### config.mk
export PLATFORM = sky130hd
export DESIGN_NAME = mulu_x2y2
export DESIGN_NICKNAME = d
export VERILOG_FILES = /design/src/rtl/mulu_x2y2_pkg.sv /design/src/rtl/mulu_x2y2_core.sv /design/src/rtl/mulu_x2y2.sv
export SDC_FILE = /design/constraint.sdc
export NUM_CORES = 1
export LEC_CHECK = 0
export CAP_MARGIN = 15
export CORE_MARGIN = 8
export CORE_UTILIZATION = 49
export DETAILED_ROUTE_END_ITERATION = 7
export HOLD_SLACK_MARGIN = 0.02
export PLACE_DENSITY = 0.88
export REMOVE_ABC_BUFFERS = 1
export SLEW_MARGIN = 20
export SYNTH_ARGS = -nofsm -noshare
export SYNTH_HDL_FRONTEND = slang
export SYNTH_SLANG_ARGS = --single-unit
### constraint.sdc
create_clock -name io_in -period 2.34 [get_ports io_in]
set_input_delay 0.351 -clock io_in [delete_from_list [all_inputs] [get_ports io_in]]
set_output_delay 0.351 -clock io_in [all_outputs]
set_load 0.02 [all_outputs]
### src/rtl/mulu_x2y2_pkg.sv
`default_nettype none
// +----------------------------------------------------------------------+
// | Module   : mulu_x2y2_pkg                                             |
// | Brief    : Shared widths, pin bit-IDs, feature flags and FSM states  |
// |            for the 2x2 unsigned shift-add multiplier.                |
// | Revision : 1.0                                                       |
// +----------------------------------------------------------------------+
package mulu_x2y2_pkg;

   // Operand and product widths
   localparam int C_X_WIDTH      = 2;
   localparam int C_Y_WIDTH      = 2;
   localparam int C_P_WIDTH      = C_X_WIDTH + C_Y_WIDTH;

   // Pin bus widths and output bit positions
   localparam int C_INPUT_WIDTH  = 8;
   localparam int C_OUTPUT_WIDTH = 8;
   localparam int C_O_P_BITID    = 0;
   localparam int C_O_SIGN_BITID = 6;
   localparam int C_O_READY_BITID = 7;

   // Feature flags: this variant drives a ready strobe and has no sign bit
   localparam bit C_HAS_READY    = 1'b1;
   localparam bit C_HAS_SIGN     = 1'b0;

   // Controller states
   typedef enum logic [1:0] {
      ST_LOAD = 2'd0,
      ST_CALC = 2'd1,
      ST_DONE = 2'd2
   } state_t;

   // Iteration counter width; never below one bit so a 1-bit Y still works
   function automatic int cnt_width(input int n);
      return (n > 1) ? $clog2(n) : 1;
   endfunction

endpackage
`default_nettype wire

### src/rtl/mulu_x2y2_core.sv
`default_nettype none
// +----------------------------------------------------------------------+
// | Module   : mulu_x2y2_core                                            |
// | Brief    : Free-running shift-add unsigned multiplier. Samples the   |
// |            operands, adds one shifted partial product per Y bit,     |
// |            then registers the product with a one-cycle ready strobe. |
// | Revision : 1.0                                                       |
// +----------------------------------------------------------------------+
module mulu_x2y2_core
   import mulu_x2y2_pkg::*;
#(
   parameter int X_WIDTH = 2,
   parameter int Y_WIDTH = 2,
   parameter int P_WIDTH = X_WIDTH + Y_WIDTH
) (
   input  logic               clk,
   input  logic               rst,
   input  logic [X_WIDTH-1:0] i_x,
   input  logic [Y_WIDTH-1:0] i_y,
   output logic [P_WIDTH-1:0] o_p,
   output logic               o_rdy
);

   localparam int CNT_W = cnt_width(Y_WIDTH);

   state_t             r_state;
   state_t             w_state_nxt;
   logic [X_WIDTH-1:0] r_xr;
   logic [Y_WIDTH-1:0] r_yr;
   logic [P_WIDTH-1:0] r_acc;
   logic [CNT_W-1:0]   r_cnt;
   logic [P_WIDTH-1:0] r_p;
   logic               r_rdy;

   logic               w_last;
   logic [P_WIDTH-1:0] w_x_ext;
   logic [P_WIDTH-1:0] w_addend;
   logic [P_WIDTH-1:0] w_acc_sum;

   // Partial product for the current Y bit; the product width holds the
   // largest result, so the running sum cannot overflow
   assign w_last    = (r_cnt == CNT_W'(Y_WIDTH - 1));
   assign w_x_ext   = {{(P_WIDTH - X_WIDTH){1'b0}}, r_xr};
   assign w_addend  = w_x_ext << r_cnt;
   assign w_acc_sum = r_yr[r_cnt] ? (r_acc + w_addend) : r_acc;

   // State register
   always_ff @(posedge clk or posedge rst) begin
      if (rst) begin
         r_state <= ST_LOAD;
      end else begin
         r_state <= w_state_nxt;
      end
   end

   // Next-state: LOAD -> CALC (Y_WIDTH cycles) -> DONE -> LOAD
   always_comb begin
      w_state_nxt = r_state;
      case (r_state)
         ST_LOAD: w_state_nxt = ST_CALC;
         ST_CALC: if (w_last) w_state_nxt = ST_DONE;
         ST_DONE: w_state_nxt = ST_LOAD;
         default: w_state_nxt = ST_LOAD;
      endcase
   end

   // Datapath and output registers; operands are only captured in LOAD
   always_ff @(posedge clk or posedge rst) begin
      if (rst) begin
         r_xr  <= '0;
         r_yr  <= '0;
         r_acc <= '0;
         r_cnt <= '0;
         r_p   <= '0;
         r_rdy <= 1'b0;
      end else begin
         case (r_state)
            ST_LOAD: begin
               r_xr  <= i_x;
               r_yr  <= i_y;
               r_acc <= '0;
               r_cnt <= '0;
               r_rdy <= 1'b0;
            end
            ST_CALC: begin
               r_acc <= w_acc_sum;
               r_cnt <= r_cnt + CNT_W'(1);
               r_rdy <= 1'b0;
            end
            ST_DONE: begin
               r_p   <= r_acc;
               r_rdy <= 1'b1;
            end
            default: begin
               r_rdy <= 1'b0;
            end
         endcase
      end
   end

   assign o_p   = r_p;
   assign o_rdy = r_rdy;

endmodule
`default_nettype wire

### src/rtl/mulu_x2y2.sv
`default_nettype none
// +----------------------------------------------------------------------+
// | Module   : mulu_x2y2                                                 |
// | Brief    : 8-in/8-out pin wrapper. Unpacks clock, reset and operands |
// |            from io_in and packs product, sign and ready onto io_out. |
// | Revision : 1.0                                                       |
// +----------------------------------------------------------------------+
module mulu_x2y2
   import mulu_x2y2_pkg::*;
(
   input  logic [C_INPUT_WIDTH-1:0]  io_in,
   output logic [C_OUTPUT_WIDTH-1:0] io_out
);

   logic                 w_clk;
   logic                 w_rst;
   logic [C_X_WIDTH-1:0] w_x;
   logic [C_Y_WIDTH-1:0] w_y;
   logic [C_P_WIDTH-1:0] w_p;
   logic                 w_rdy;
   logic                 w_unused_pins;

   assign w_clk         = io_in[0];
   assign w_rst         = io_in[1];
   assign w_x           = io_in[3:2];
   assign w_y           = io_in[5:4];
   assign w_unused_pins = |io_in[7:6];

   mulu_x2y2_core #(
      .X_WIDTH (C_X_WIDTH),
      .Y_WIDTH (C_Y_WIDTH),
      .P_WIDTH (C_P_WIDTH)
   ) u_core (
      .clk   (w_clk),
      .rst   (w_rst),
      .i_x   (w_x),
      .i_y   (w_y),
      .o_p   (w_p),
      .o_rdy (w_rdy)
   );

   // Pack outputs; all bits not carrying product or ready stay at zero
   always_comb begin
      io_out                                = '0;
      io_out[C_O_P_BITID +: C_P_WIDTH]      = w_p;
      io_out[C_O_SIGN_BITID]                = 1'b0 & C_HAS_SIGN;
      io_out[C_O_READY_BITID]               = w_rdy & C_HAS_READY;
   end

endmodule
`default_nettype wire

Word level (Yosys, flattened, before mapping)
Cells that the tools add are included.

Register bits: 16. Output and inout port bits: 8. Logic and storage cells: 26.

Add/subtract/negate cells: 2. $lt $le $gt $ge: 1. Eq/ne operators: 4. Shifts and indexed selects: 1. Multiplexer cells: 8. Reductions and logical operators: 3.

Operators with widths (number): one-hot mux 4 bit (2 select lines) (1); adder 4 bit (1); 2-to-1 mux 4 bit (1); != test 2 x 1 -> 1 bit, second input constant (2); one-hot mux 2 bit (2 select lines) (1); left shift 2 x 1 -> 4 bit (1); 2-to-1 mux 1 bit (3); equality test 2 x 1 -> 1 bit, second input constant (1); equality test 2 bit, second input constant (1); logical NOT 2 bit (1); less-than comparator 1 x 2 -> 1 bit, second input constant (1); 2-to-1 mux 2 bit (1); one-hot mux 1 bit (2 select lines) (1); AND reduction 2 bit (1); nonzero test 2 bit (1); adder 1 bit, second input constant (1).

Logic depth before layout (Yosys ltp)
Depth in word-level cells: 4. Depth in mapped cells: 6. Mapped depth without buffers: 5.

By module
A second synthesis with hierarchy kept.

Cells, all modules: 67. Area, all modules: 802.0 sq um.

Modules (own cells, without submodules): mulu_x2y2_core (times used 1, cells an instance 62, area an instance 768.2 sq um, seq. area each 400.4 sq um); mulu_x2y2 (times used 1, cells an instance 5, area an instance 33.8 sq um, seq. area each 0.0 sq um).

Least setup slack after synthesis
OpenSTA, ideal clock, no wires.

Path type: flip-flop to flip-flop. From: reg u_core.r_cnt. To: reg u_core.r_acc[3]. Setup time: 0.127 ns. Arrival time: 1.657 ns. Data required time: 2.213 ns. Slack: 0.556 ns. Stages on the path, launching flop included: 7. Period minus slack after synthesis: 1.784 ns. Path through: dfrtp_1 -> buf_6 -> mux2_2 -> ha_1 -> nand3_1 -> a21o_1 -> a311o_2.

Cells in the longest elaborated chain, start to end: 4. Elaborated cells between the ends (all ways): 8.

Ends and longest elaborated chain: start, declared (RTL line mulu_x2y2_core.sv:31) `logic [CNT_W-1:0] r_cnt;`; start signal, assigned (RTL line mulu_x2y2_core.sv:87) `r_cnt <= r_cnt + CNT_W'(1);`; left shift 2 x 1 -> 4 bit or 2-to-1 mux 1 bit (tied branches) (RTL line mulu_x2y2_core.sv:44, mulu_x2y2_core.sv:45); adder 4 bit or 2-to-1 mux 1 bit (tied branches) (RTL line mulu_x2y2_core.sv:45) `assign w_acc_sum = r_yr[r_cnt] ? (r_acc + w_addend) : r_acc;`; 2-to-1 mux 4 bit or != test 2 x 1 -> 1 bit (tied branches); one-hot mux 4 bit (2 select lines) or AND reduction 2 bit (tied branches); end signal, assigned (RTL line mulu_x2y2_core.sv:86) `r_acc <= w_acc_sum;`; end, declared (RTL line mulu_x2y2_core.sv:30) `logic [P_WIDTH-1:0] r_acc;`.

Several ways; a longest one is shown, not always the timed one. The select of a mux whose other input is x is not followed. A chain may end at the register's enable or synchronous reset.

Worst setup path in the final report
Ends and elaborated chain as after synthesis.

==> reports/metrics.yaml <==
run_status:
  status: "finished with violations"
  violations: "negative hold slack"
critical_path:
  crit_buf_inv: 0
  crit_path_start_kind: "flop"
  cp_max_fo: 8
  endpoint_kind: "flop"
  path_class: "reg2reg"
  crit_required_ns: 2.51
  max_stage_delay_ns: 0.49
  critPathSlowestCell: "dfrtp_1"
  crit_arrival_ns: 2.11
  crit_family: "compound AO/OA/AOI/OAI gates"
  worstPathCellList: "mux2_2 > ha_1 > nand3_1 > a21o_1 > a311o_2"
finish:
  layout_common_cells: "inv_1 (16), dfrtp_1 (16), mux2_2 (9)"
  drive_gt1_frac: 0.289
  final_util: 0.612
  area_growth_pct: 16.6
  fill_cells: 130
  diodes: 0
  nNetsFinal: 96
synthesis:
  synth_top_area_share: 0.501
  seq_area_frac_synth: 0.501
  synth_cell_types: 29
  syn_inst: 61
  ys_seq_elements: 16
  synth.area.top_cells: "dfrtp_1 (50%), mux2_2 (13%), ha_1 (4.7%)"
  yosysWarnings: 0
  synth_top_cell_by_area: "dfrtp_1"
  netlist_area_um2: 800
  synth_area_per_cell_um2: 13.1
placed_design:
  io_buffer_count: 5
  place.gp.congestion: 0.725
  hpwlAfterDp_um: 903
job:
  maxCapViolCount: 0
floorplan:
  rows: 14
  die_w_um: 56.4
  core_um2: 1520
  die_h_um: 56.4
  io_pins: 16
  initial_core_util: 0.525
  die_area_um2: 3180
grt:
  top_usage_layer: "met4"
  grt_use_met2: 0.101
  grt.overflow.total: 0
  grt_pass1_wl_mm: 2.41
  met1_usage: 0.0797
  grt_pass1_vias: 677
  antenna_found_initial: 0
  grt_max_degree: 11
  grtUsageMet3: 0.108
  grt_usage: 0.101
routing:
  dr.first_iter.drc_count: 3
  vias: 516
  wl_mm: 1.33
  drt-vias-per-instance: 5.21
  drtAntennaViolNets: 0
  firstDrtPassIters: 2
  wl_per_cell_um: 13.4
  drc: 0
cts:
  cts_hold_buf: 0
  postCtsSetupBuffers: 0
  cts_tree: "yes"
  path_clk_slew_ns: 0.09
  ctsResizeCount: 0
  clock_latency_ns: 0.28
timing:
  max_freq_ghz: 0.517
  clock_skew_ns: 0.00213
  rsz0062_at_grt: "false"
  hold_viol: 4
  maxSlewViolCount: 0
  fin_setup_tns_ns: 0
  fin_crit_ns: 1.93
  hold_ws_ns: -0.143
  setup_viol_count_final: 0
  fin_crit_sh: 0.826
worst_hold_path:
  hold_class: "clk2reg"
power_and_ir_drop:
  peakVddDrop_mv: 0.484
  leakagePower_nw: 0.535
  p_per_area_nw_per_um2: 787
[logic make-up (layout without fill, tap and decap cells)]
family | after synthesis | in the layout | share of synthesized area
flip-flops | 16 | 16 | 0.501
AND/OR/NAND/NOR | 11 | 11 | 0.0970
AO/OA/AOI/OAI | 10 | 10 | 0.102
multiplexers | 10 | 10 | 0.144
buffers and inverters | 8 | 28 | 0.0689
adder cells (fa/ha/maj) | 4 | 4 | 0.0720
other | 1 | 3 | 0.00469
XOR/XNOR | 1 | 1 | 0.0110
[state kept, by name (all words and copies together) (netlist names)]
register        cells
u_core.r_yr         2
u_core.o_p          4
u_core.r_acc        4
u_core.r_state      2
u_core.r_xr         2
u_core.o_rdy        1
u_core.r_cnt        1
[cell usage after synthesis]
cell type  count
dfrtp_1       16
a211oi_2       1
buf_4          4
a311o_2        1
or2b_2         1
a22o_1         3
nand3_1        1
inv_1          1
and3b_2        1
conb_1         1
mux2_2         9
xor2_1         1
a21o_1         1
buf_6          1
mux2i_2        1
a21o_2         1
ha_1           3
nand2_1        1
nor3b_1        1
o21ai_0        1
nor2_1         1
and2b_2        1
or3b_1         1
and2_1         1
and2b_1        1
and2_2         1
a21oi_1        2
fa_1           1
buf_2          2
[worst register-to-register path, stage by stage, from the launching register on]
cell and delay (ns):
dfrtp_1 0.49, mux2_2 0.40, ha_1 0.28, nand3_1 0.11, a21o_1 0.18, a311o_2 0.37
[through the flow]
stage / power [W] / instances / area (um2) / setup slack (ns) / hold slack [ns]
after global placement: 0.000387 / 77 / 826 / 0.467 / 0.152
after floorplan: 0.000387 / 56 / 756 / 0.535 / 0.152
final: 0.000733 / 99 / 932 / 0.407 / -0.143
after CTS: 0.000765 / 99 / 932 / 0.393 / -0.150
after global routing: 0.000827 / 99 / 932 / 0.309 / -0.159
after detailed placement: 0.000387 / 77 / 826 / 0.400 / 0.152
[layout make-up]
| type | instances | area, um2 | area share |
|---|---|---|---|
| repair buffers | 5 | 50.0 | 0.0537 |
| flip-flops and latches | 16 | 400 | 0.430 |
| clock inverters | 17 | 65.1 | 0.0698 |
| clock buffers | 6 | 45.0 | 0.0483 |
| well taps | 16 | 20.0 | 0.0215 |
| multi-input cells | 39 | 352 | 0.377 |
[where the power goes]
| group | switching (W) | internal, W | leakage [nW] | total, W |
|---|---|---|---|---|
| logic | 0.00000439 | 0 | 0.176 | 0.00000439 |
| clock network | 0.000290 | 0.000160 | 0.134 | 0.000449 |
| registers | 0 | 0.000279 | 0.225 | 0.000279 |
| total | 0.000294 | 0.000439 | 0.535 | 0.000733 |
[layer usage]
metal  vias up  wire length, um
li1        250                -
met1       241              573
met2        18              568
met3         7              132
met4         0               54
met5         -                0
[path summary, 6_finish.rpt]
path | start | to | slack [ns] | cells after the start
hold / removal | io_in[2] | u_core.r_xr[0] | -0.14 | 1
setup reg to reg | u_core.r_cnt | u_core.r_acc[3] | 0.41 | 5
hold reg to reg | u_core.o_p[1] | u_core.o_p[1] | 0.51 | 1
min in group asynchronous | io_in[1] | u_core.o_p[1] | 0.90 | 3
max in group asynchronous | io_in[1] | u_core.r_yr[1] | 1.34 | 3
setup / recovery | u_core.r_cnt | u_core.r_acc[3] | 0.41 | 5
Power figures use the tool's default switching activity.
